===== src/rtl/receiver.sv =====
// Serial receiver: oversampled, idle-high line, 8N1 framing by default.
// The start bit is validated at mid-bit, data bits are shifted in LSB first,
// and the stop bit is checked before the byte is presented with a one-cycle
// strobe.
// Optional feature: define RX_PARITY_EN to add an even-parity bit between the
// data bits and the stop bit. When it is undefined, the frame is 10 bits and
// parity_error is tied low.

module receiver #(
    parameter int DATA_BITS  = 8,
    parameter int OVERSAMPLE = 16
) (
    input  logic                 clk,
    input  logic                 rst,
    input  logic                 data_in,
    input  logic                 receive_enable,
    output logic [DATA_BITS-1:0] data_out,
    output logic                 character_received,
    output logic                 framing_error,
    output logic                 parity_error
);

    localparam int BSC_W = $clog2(OVERSAMPLE);
    localparam int BIC_W = $clog2(DATA_BITS + 1);

    // bsc value at which the start bit is re-checked (mid-bit)
    localparam logic [BSC_W-1:0] BSC_HALF = BSC_W'(OVERSAMPLE / 2 - 1);
    // bsc value at which data/parity/stop bits are sampled (one bit after mid-bit)
    localparam logic [BSC_W-1:0] BSC_LAST = BSC_W'(OVERSAMPLE - 1);
    localparam logic [BIC_W-1:0] BIC_LAST = BIC_W'(DATA_BITS - 1);

`ifdef RX_PARITY_EN
    typedef enum logic [2:0] {
        S_IDLE,
        S_START,
        S_DATA,
        S_PARITY,
        S_STOP
    } state_t;
`else
    typedef enum logic [2:0] {
        S_IDLE,
        S_START,
        S_DATA,
        S_STOP
    } state_t;
`endif

    // Two-flop synchronizer. Both flops reset to idle-high.
    logic sync_meta_d, sync_meta_q;
    logic sync_rx_d, sync_rx_q;
    logic rx;

    state_t                 state_d, state_q;
    logic [BSC_W-1:0]       bsc_d, bsc_q;
    logic [BIC_W-1:0]       bic_d, bic_q;
    logic [DATA_BITS-1:0]   shift_d, shift_q;
    logic [DATA_BITS-1:0]   data_out_d, data_out_q;
    logic                   char_rcvd_d, char_rcvd_q;
    logic                   frame_err_d, frame_err_q;

`ifdef RX_PARITY_EN
    logic                   par_bit_d, par_bit_q;
    logic                   par_err_d, par_err_q;
    logic                   par_bad;
`endif

    // Synchronizer next-state: the line is simply shifted through two stages.
    always_comb begin
        sync_meta_d = data_in;
        sync_rx_d   = sync_meta_q;
    end

    // Synchronizer registers.
    always_ff @(posedge clk or posedge rst) begin
        if (rst) begin
            sync_meta_q <= 1'b1;
            sync_rx_q   <= 1'b1;
        end else begin
            sync_meta_q <= sync_meta_d;
            sync_rx_q   <= sync_rx_d;
        end
    end

    assign rx = sync_rx_q;

`ifdef RX_PARITY_EN
    // Even parity: data bits plus the parity bit must XOR to zero.
    assign par_bad = (^shift_q) ^ par_bit_q;
`endif

    // FSM next-state, counters, shift register and output strobes.
    always_comb begin
        state_d     = state_q;
        bsc_d       = bsc_q;
        bic_d       = bic_q;
        shift_d     = shift_q;
        data_out_d  = data_out_q;
        char_rcvd_d = 1'b0;
        frame_err_d = 1'b0;
`ifdef RX_PARITY_EN
        par_bit_d   = par_bit_q;
        par_err_d   = 1'b0;
`endif

        case (state_q)
            S_IDLE: begin
                bsc_d = '0;
                bic_d = '0;
                // receive_enable only gates the start of a new frame.
                if (!rx && receive_enable) begin
                    state_d = S_START;
                end
            end

            S_START: begin
                if (bsc_q == BSC_HALF) begin
                    bsc_d = '0;
                    bic_d = '0;
                    if (!rx) begin
                        state_d = S_DATA;
                    end else begin
                        // Line went back high before mid-bit: treat as a glitch.
                        state_d = S_IDLE;
                    end
                end else begin
                    bsc_d = bsc_q + 1'b1;
                end
            end

            S_DATA: begin
                if (bsc_q == BSC_LAST) begin
                    shift_d = {rx, shift_q[DATA_BITS-1:1]};
                    bsc_d   = '0;
                    bic_d   = bic_q + 1'b1;
                    if (bic_q == BIC_LAST) begin
`ifdef RX_PARITY_EN
                        state_d = S_PARITY;
`else
                        state_d = S_STOP;
`endif
                    end
                end else begin
                    bsc_d = bsc_q + 1'b1;
                end
            end

`ifdef RX_PARITY_EN
            S_PARITY: begin
                if (bsc_q == BSC_LAST) begin
                    par_bit_d = rx;
                    bsc_d     = '0;
                    state_d   = S_STOP;
                end else begin
                    bsc_d = bsc_q + 1'b1;
                end
            end
`endif

            S_STOP: begin
                if (bsc_q == BSC_LAST) begin
                    bsc_d   = '0;
                    bic_d   = '0;
                    state_d = S_IDLE;
                    if (rx) begin
`ifdef RX_PARITY_EN
                        if (par_bad) begin
                            par_err_d = 1'b1;
                        end else begin
                            data_out_d  = shift_q;
                            char_rcvd_d = 1'b1;
                        end
`else
                        data_out_d  = shift_q;
                        char_rcvd_d = 1'b1;
`endif
                    end else begin
                        // A bad stop bit wins over any parity result.
                        frame_err_d = 1'b1;
                    end
                end else begin
                    bsc_d = bsc_q + 1'b1;
                end
            end

            default: begin
                state_d = S_IDLE;
                bsc_d   = '0;
                bic_d   = '0;
            end
        endcase
    end

    // FSM, counter, data and strobe registers; reset discards any partial frame.
    always_ff @(posedge clk or posedge rst) begin
        if (rst) begin
            state_q     <= S_IDLE;
            bsc_q       <= '0;
            bic_q       <= '0;
            shift_q     <= '0;
            data_out_q  <= '0;
            char_rcvd_q <= 1'b0;
            frame_err_q <= 1'b0;
        end else begin
            state_q     <= state_d;
            bsc_q       <= bsc_d;
            bic_q       <= bic_d;
            shift_q     <= shift_d;
            data_out_q  <= data_out_d;
            char_rcvd_q <= char_rcvd_d;
            frame_err_q <= frame_err_d;
        end
    end

`ifdef RX_PARITY_EN
    // Parity bit capture and parity error strobe.
    always_ff @(posedge clk or posedge rst) begin
        if (rst) begin
            par_bit_q <= 1'b0;
            par_err_q <= 1'b0;
        end else begin
            par_bit_q <= par_bit_d;
            par_err_q <= par_err_d;
        end
    end

    assign parity_error = par_err_q;
`else
    assign parity_error = 1'b0;
`endif

    assign data_out           = data_out_q;
    assign character_received = char_rcvd_q;
    assign framing_error      = frame_err_q;

endmodule


===== config.mk =====
export PLATFORM = sky130hd
export DESIGN_NAME = receiver
export DESIGN_NICKNAME = d
export VERILOG_FILES = /design/src/rtl/receiver.sv
export SDC_FILE = /design/constraint.sdc
export NUM_CORES = 1
export LEC_CHECK = 0
export BUFFER_PORTS_ARGS = -buffer_cell sky130_fd_sc_hd__clkbuf_2
export CORE_MARGIN = 2
export CORE_UTILIZATION = 39
export DETAILED_ROUTE_END_ITERATION = 10
export REMOVE_ABC_BUFFERS = 1
export SYNTH_ARGS = -nofsm -noshare
export SYNTH_HDL_FRONTEND = slang
export SYNTH_SLANG_ARGS = --single-unit
export TNS_END_PERCENT = 50

===== constraint.sdc =====
create_clock -name clk -period 1.5 [get_ports clk]
set_input_delay 0.225 -clock clk [delete_from_list [all_inputs] [get_ports clk]]
set_output_delay 0.225 -clock clk [all_outputs]
set_load 0.01 [all_outputs]

---- Yosys cells after proc, flatten, opt, wreduce, memory -nomap -nowiden ----
Index checks and enable logic that the tools add are counted.
word-level totals
  register bits after elaboration ......... 31
  input port bits ......................... 4
  output and inout port bits .............. 11
  word-level logic and storage cells ...... 50
operators by class
  $add $sub $neg .......................... 2
  eq/ne operators ......................... 11
  mux-type cells .......................... 20
  reduce and logical (&&, ||, !) cells .... 8
operators by type and width
  cell                                                             number
  4-bit 2-to-1 mux                                                 5
  3-bit 2-to-1 mux                                                 5
  3-bit one-hot mux with 4 select lines                            1
  4-bit one-hot mux with 3 select lines                            1
  2-bit inequality test, second input constant                     5
  4-bit by 1-bit adder with 4-bit output, second input constant    2
  4-bit by 3-bit == test with 1-bit output, second input constant  2
  4-bit one-hot mux with 2 select lines                            1
  3-bit by 2-bit == test with 1-bit output, second input constant  2
  1-bit 2-to-1 mux                                                 6
  3-bit AND reduction                                              2
  5-bit AND reduction                                              1
  4-bit == test, second input constant                             1
  3-bit by 1-bit == test with 1-bit output, second input constant  1
  3-bit zero test                                                  1
  2-bit 2-to-1 mux                                                 1
  2-bit AND reduction                                              1
  2-bit OR reduction                                               1
  1-bit logical AND                                                1
  1-bit zero test                                                  1

---- Depth between registers and ports, before layout ----
Gate-level depths: netlist (run 1).
  depth after elaboration ................. 4
  gate-level depth with buffers ........... 5
  gate-level depth less buffers ........... 4

---- Worst setup path before layout (run 1) ----
Ideal clock, no wire load.
  kind .................................... flip-flop to flip-flop
  start point ............................. reg bsc_q[0]
  end point ............................... reg data_out_q[0], in the netlist data_out[0]
  library setup time ...................... 0.125 ns
  arrival ................................. 1.465 ns
  required time ........................... 1.375 ns
  path slack .............................. -0.090 ns
  cell stages (with the launch flop) ...... 5
  buffers on the path ..................... 0
  clock period less this slack ............ 1.590 ns
  cells stage by stage .................... dfrtp_1 -> ha_1 -> nand2_1 -> nor3_4 -> mux2_2
on the way
  longest elaborated chain between the ends .. 2
ends and longest elaborated chain
  what                           RTL line  source
  start, declared                55        logic [BSC_W-1:0] bsc_d, bsc_q;
  start signal, assigned         206       bsc_q <= bsc_d;
  4-bit == test                  161       if (bsc_q == BSC_LAST) begin
  3-bit AND reduction (no line)  -
  end signal, assigned           209       data_out_q <= data_out_d;
  end, declared                  58        logic [DATA_BITS-1:0] data_out_d, data_out_q;
Every way passes these cells.
A chain may end at the register's enable or synchronous reset.

---- Worst setup path after layout (run 1) ----
  start point ............................. reg bsc_q[1]
  end point ............................... reg shift_q[2]
on the way
  longest elaborated chain between the ends .. 2
ends and longest elaborated chain
  what                           RTL line  source
  4-bit == test                  132       if (bsc_q == BSC_LAST) begin
  2-bit AND reduction (no line)  -
  end signal, assigned           208       shift_q <= shift_d;
  end, declared                  57        logic [DATA_BITS-1:0] shift_d, shift_q;
Every way passes these cells.

==> impl_results.md, run 1 <==
- Ranking of synthesized cells by area: dfrtp_1 (53%), mux2_2 (14%), dfstp_2 (4.0%)
- Root buf cell: clkbuf_4
- Row count: 21
- Post-synthesis sequential area ratio: 0.573
- Total Power: roughly 2.5 mW
- Num CTS Buffers: 5
- EDFF count, synth: 0
- Setup TNS Final: 0 ps
- Synth top area share: 0.533
- Tmin final: 1430 ps
- Routed Antenna Nets: 0
- # DRC: 0
- RSZ-0062 raised after global routing: no
- Ys async rst share: 1.00
- First-pass GRT wire length: 4070 µm
- Synth top cells by count: dfrtp_1 (28), mux2_2 (16), nand2_1 (7)
- Area of the multi-input gates: 528 µm²
- Via Count: ~920
- Worst-path clk slew: 100 ps
- CP Max Fanout: 9
- Final setup vio count: 0
- Final Skew: between 10 and 15 ps
- Routability Congestion: ~0.86
- Synth area leader: dfrtp_1
- Vias in the first global route: around 890
- Maximum vdd drop: 0.877 mV
- Synth Register Bits: 30
- Routed vias/inst: 4.99
- Cell area power density: 1510 nW/µm²
- Synth warn: 0
- Core box area: 3280 µm²
- CP max stage delay: between 400 and 500 ps
- Syn Area/Cell: between 10 and 15 µm²
- Port Buf Inserts: 13
- Clock sinks: 30
- Total die area: 3850 µm²
- Dominant cell by count in the synthesized netlist: dfrtp_1
- Layout fillers: 298
- Final Util: 0.511
- Ports: 15
- Crit-path slowest cell: dfrtp_1
- Netlist cell types: 28
- Starting Density: 0.400
- Startpoint Class: register
- Synthesized cell area: 1310 µm²
- Synth-to-layout area growth: 27.7%
- First DRT Iteration DRCs: 10
- # diodes: 0
- Die X: 62.0 µm
- Critical path buffers and inverters: 1
- CP Data Arrival Time: 1670 ps
- Pins Over Slew Limit: 0
- Worst-Skew Late Latency: 340 ps
- Antenna violations before repair: 0
- Nets: approximately 140
- Cell count after synthesis: 108
- Hold Path Class: register to register
- H-tree depth: 2
- Register area: 754 µm²
- Max cap viols: 0
- Worst path required time: roughly 1700 ps
- Crit Path Category: register to register
- Total Routing Usage GR: 0.154
- Crit path max-delay family: flip-flops
- Crit path cell chain: ha_4 -> nand3_2 -> nor3_4 -> buf_12 -> mux2_2
- Largest net degree at the start of global routing: 31
- CTS tree: built
- Clock Path Buffers: 2
- Fin. Hold Viols: 0
- Critical Path End Type: register
- Die height: 62.0 µm
- Post-DP HPWL: 1680 µm
- Status: finished clean
- Hold WS: roughly 360 ps
- Fraction of the cycle the final worst path needs: 0.956
- Static leakage: 0.821 nW
- Layout cells sized above 1: 0.428
- TritonRoute pass-1 iters: 4
- Grt total ovfl: 0
- Wirelength per Cell: 13.1 µm
- Fmax: 0.697 GHz
- Synth Flop Type: dfrtp_1
- WL final: 2420 µm
cell type report:
class,count,share of cell area
Inverter,5,0.0112
Tap cell,46,0.0343
Sequential cell,30,0.450
Clock buffer,6,0.0306
Clock inverter,2,0.0358
Multi-Input combinational cell,67,0.315
Timing Repair Buffer,28,0.124
flip-flops by register name, summed over array words and instances, names as in the netlist:
| name | count |
|---|---|
| framing_error | 1 |
| bsc_q | 4 |
| bic_q | 4 |
| state_q | 2 |
| rx | 1 |
| sync_meta_q | 1 |
| data_out | 8 |
| shift_q | 8 |
| character_received | 1 |
final timing paths:
check	startpoint	endpoint	slack, ps	cells after the start
min reg2reg	sync_meta_q$_DFF_PP1_	rx$_DFF_PP1_	360	0
min	sync_meta_q$_DFF_PP1_	rx$_DFF_PP1_	360	0
min in group asynchronous	rst	data_out[6]$_DFFE_PP0P_	460	4
max	bsc_q[1]$_DFF_PP0_	shift_q[2]$_DFFE_PP0P_	70	5
max reg2reg	bsc_q[1]$_DFF_PP0_	shift_q[2]$_DFFE_PP0P_	70	5
max in group asynchronous	rst	rx$_DFF_PP1_	710	4
placed cells by master, fill, tap and decap left out:
| master | synthesis | final |
|---|---|---|
| dfrtp_1 | 28 | 27 |
| mux2_2 | 16 | 16 |
| clkbuf_2 | 1 | 13 |
| buf_4 | 1 | 11 |
| nand2_1 | 7 | 6 |
| o211ai_1 | 6 | 6 |
| a21oi_1 | 6 | 6 |
| inv_1 | 5 | 5 |
| clkbuf_4 | 0 | 5 |
| nor2b_1 | 4 | 4 |
| and3_1 | 4 | 4 |
| a31oi_1 | 4 | 4 |
| nor2_1 | 3 | 3 |
| nor3_4 | 2 | 2 |
| nand3_1 | 2 | 2 |
| nand4_1 | 2 | 2 |
| bufinv_16 | 0 | 2 |
| dlygate4sd3_1 | 0 | 2 |
| buf_12 | 0 | 2 |
| dfstp_2 | 2 | 2 |
| nand3_2 | 1 | 1 |
| xnor2_1 | 1 | 1 |
| o21ai_1 | 0 | 1 |
| nand2_2 | 0 | 1 |
| nand2b_1 | 1 | 1 |
| nor3_1 | 1 | 1 |
| o21bai_1 | 1 | 1 |
| or3b_2 | 1 | 1 |
| a221o_1 | 1 | 1 |
| ha_1 | 2 | 1 |
| ha_4 | 0 | 1 |
| conb_1 | 1 | 1 |
| clkbuf_8 | 0 | 1 |
| dfrtp_2 | 0 | 1 |
where the power goes:
group          switching (mW)  internal [mW]
sequential              0.129          0.910
clock                   0.301          0.564
combinational           0.326          0.305
per-stage QoR:
stage	instances	cell area (µm²)	setup slack, ps
floorplan	102	1280	-96.7
finish	184	1680	65.4
global route	184	1680	16.2
global placement	173	1520	22.2
CTS	183	1660	10.9
detailed placement	173	1520	-0.127
per-layer routing:
layer | share of wire | up-vias | global-route usage | wire [µm]
met4 | 0.019 | 0 | 0.0729 | 46
met5 | 0 | - | 0 | 0
met1 | 0.44 | 449 | 0.190 | 1060
met3 | 0.050 | 6 | 0.0745 | 120
li1 | - | 444 | - | -
met2 | 0.49 | 20 | 0.228 | 1190
timing repair:
action,4_1_cts,5_1_grt
pin swaps,0,1
setup buffers,0,1
hold buffers,2,0
gates cloned,0,0
hold endpoints to repair,29,0
endpoints found under the setup margin,8,14
gates resized for setup,2,3
logic make-up (layout without fill, tap and decap cells):
kind of cell,after synthesis,count (layout),share of synthesized area
AOI/OAI and AO/OA,19,19,0.0933
xor gates and xnor gates,1,1,0.00667
adders and majority gates,2,2,0.0190
buffers and inverters,11,41,0.0362
DFF,30,30,0.573
muxes,16,16,0.137
other,1,1,0.00285
and+or+nand+nor,28,28,0.131
(Power assumes the default switching activity.)
==> run 2, diff against run 1 <==
Settings changed: BUFFER_PORTS_ARGS -buffer_cell sky130_fd_sc_hd__clkbuf_2 to -buffer_cell sky130_fd_sc_hd__buf_2, SLEW_MARGIN set to 40.
==> impl_results.md, run 2 (same netlist as run 1, synthesis figures left out) <==
- TritonRoute pass-1 iters: 4
- Die height: 62.0 µm
- First-pass GRT wire length: 3710 µm
- Total Power: 2.35 mW
- Register area: 754 µm²
- CP Data Arrival Time: 1670 ps
- Startpoint Class: register
- Crit Path Category: register to register
- DP Cell Count: 173
- Clock Path Buffers: 2
- Fraction of the cycle the final worst path needs: 0.974
- Grt total ovfl: 0
- Most frequent cells in the layout: dfrtp_1 (27), buf_4 (14), buf_2 (13), mux2_4 (8), mux2_2 (8)
- Num CTS Buffers: 5
- Synth-to-layout area growth: 29.8%
- Final Skew: about 5.5 ps
- Worst Reg-to-Reg Cells: 5
- Layout cells sized above 1: 0.429
- RR Endpoint: shift_q[5]$_DFFE_PP0P_
- Most common cell after layout, fill and taps aside: dfrtp_1
- Vias in the first global route: 852
- Total Routing Usage GR: 0.138
- Routed vias/inst: 4.88
- WL final: 2290 µm
- Row count: 21
- Worst reg2reg setup slack: approximately 38 ps
- # DRC: 0
- Wirelength per Cell: 12.3 µm
- Antenna violations before repair: 0
- H-tree depth: 2
- Pins Over Slew Limit: 0
- Clock sinks: 30
- Area of the multi-input gates: 563 µm²
- Maximum vdd drop: just under 0.9 mV
- Worst-path clk slew: 90 ps
- Busiest grt layer: met2
- Routability Congestion: 0.754
- Static leakage: 0.839 nW
- Root buf cell: clkbuf_4
- Via Count: 907
- Critical Path End Type: register
- Hold Crit Start: sync_meta_q$_DFF_PP1_
- Starting Density: 0.400
- Post-DP HPWL: 1610 µm
- Ports: 15
- Worst-Skew Late Latency: 320 ps
- Final Util: 0.519
- Hold EP: rx$_DFF_PP1_
- Cell area power density: 1380 nW/µm²
- GR Layer Usage met3: 0.0435
- Hold-critical path depth: 0
- Layout fillers: 285
- Hold Path Class: register to register
- Status: finished clean
- Fmax: a little under 0.7 GHz
- RSZ-0062 raised after global routing: yes
- Max cap viols: 0
- Nets: 146
- Core box area: 3280 µm²
- Worst path required time: 1710 ps
- First DRT Iteration DRCs: 7
- Global-route met2 utilization: 0.190
- CTS tree: built
- Largest net degree at the start of global routing: 31
- Tmin final: 1460 ps
- Routed Antenna Nets: 0
- Total die area: approximately 3800 µm²
- # diodes: 0
- Final setup vio count: 0
- GR Layer Usage met1: 0.179
- Die X: just over 60 µm
- Fin. Hold Viols: 0
- Finished Layout Cells: 186
- CP Max Fanout: 8
- Port Buf Inserts: 13
- Reg2Reg Launch Point: bsc_q[0]$_DFF_PP0_
- Hold WS: 363 ps
## run 2: metal layers
metal	wire, µm	vias up
met5	0	-
met4	75	0
met3	71	10
met2	1020	21
met1	1130	432
li1	-	444
## run 2: worst max path at each step
| stage | startpoint | end | slack, ps |
|---|---|---|---|
| after floorplan | bsc_q[0]$_DFF_PP0_ | data_out[0]$_DFFE_PP0P_ | -100 |
| after global placement | state_q[0]$_DFFE_PP0P_ | data_out[6]$_DFFE_PP0P_ | 20 |
| after detailed placement | bsc_q[1]$_DFF_PP0_ | data_out[7]$_DFFE_PP0P_ | -3 |
| after CTS | state_q[0]$_DFFE_PP0P_ | data_out[4]$_DFFE_PP0P_ | 0.2 |
| after global routing | bsc_q[0]$_DFF_PP0_ | shift_q[0]$_DFFE_PP0P_ | -20 |
| final | bsc_q[0]$_DFF_PP0_ | shift_q[5]$_DFFE_PP0P_ | 40 |
## run 2: final cells by class
class                           instances  share of cell area
Timing Repair Buffer                   31               0.135
Clock inverter                          1              0.0176
Multi-Input combinational cell         67               0.330
Clock buffer                            6              0.0301
Inverter                                5              0.0110
Sequential cell                        30               0.442
Tap cell                               46              0.0337
## run 2: what timing repair did
action	CTS	global route
buffers inserted	1	3
pin swaps	0	3
setup endpoints to repair	8	20
hold endpoints to repair	29	0
resized for setup	1	11
hold buffers	2	0
## run 2: per-stage QoR
| step | cell area (µm²) | setup slack, ps | setup TNS, ps |
|---|---|---|---|
| final | 1710 | 38.3 | 0 |
| after global routing | 1710 | -24.3 | -155 |
| after CTS | 1630 | 0.248 | 0 |
| after detailed placement | 1520 | -2.99 | -12.6 |
| after global placement | 1520 | 17.9 | 0 |
| after floorplan | 1280 | -96.7 | -1390 |
## run 2: power by group
group | leakage [nW] | internal (mW) | switching [mW] | total, mW
logic | 0.396 | 0.328 | 0.339 | 0.667
clock network | 0.0443 | 0.388 | 0.264 | 0.652
registers | 0.399 | 0.910 | 0.126 | 1.04
total | 0.839 | 1.63 | 0.729 | 2.35
## run 2: worst max-delay path: stages (launching register included)
cell,delay (ps)
dfrtp_1,400
ha_4,170
nand3_4,70
nor3_4,240
buf_12,170
mux2_4,300
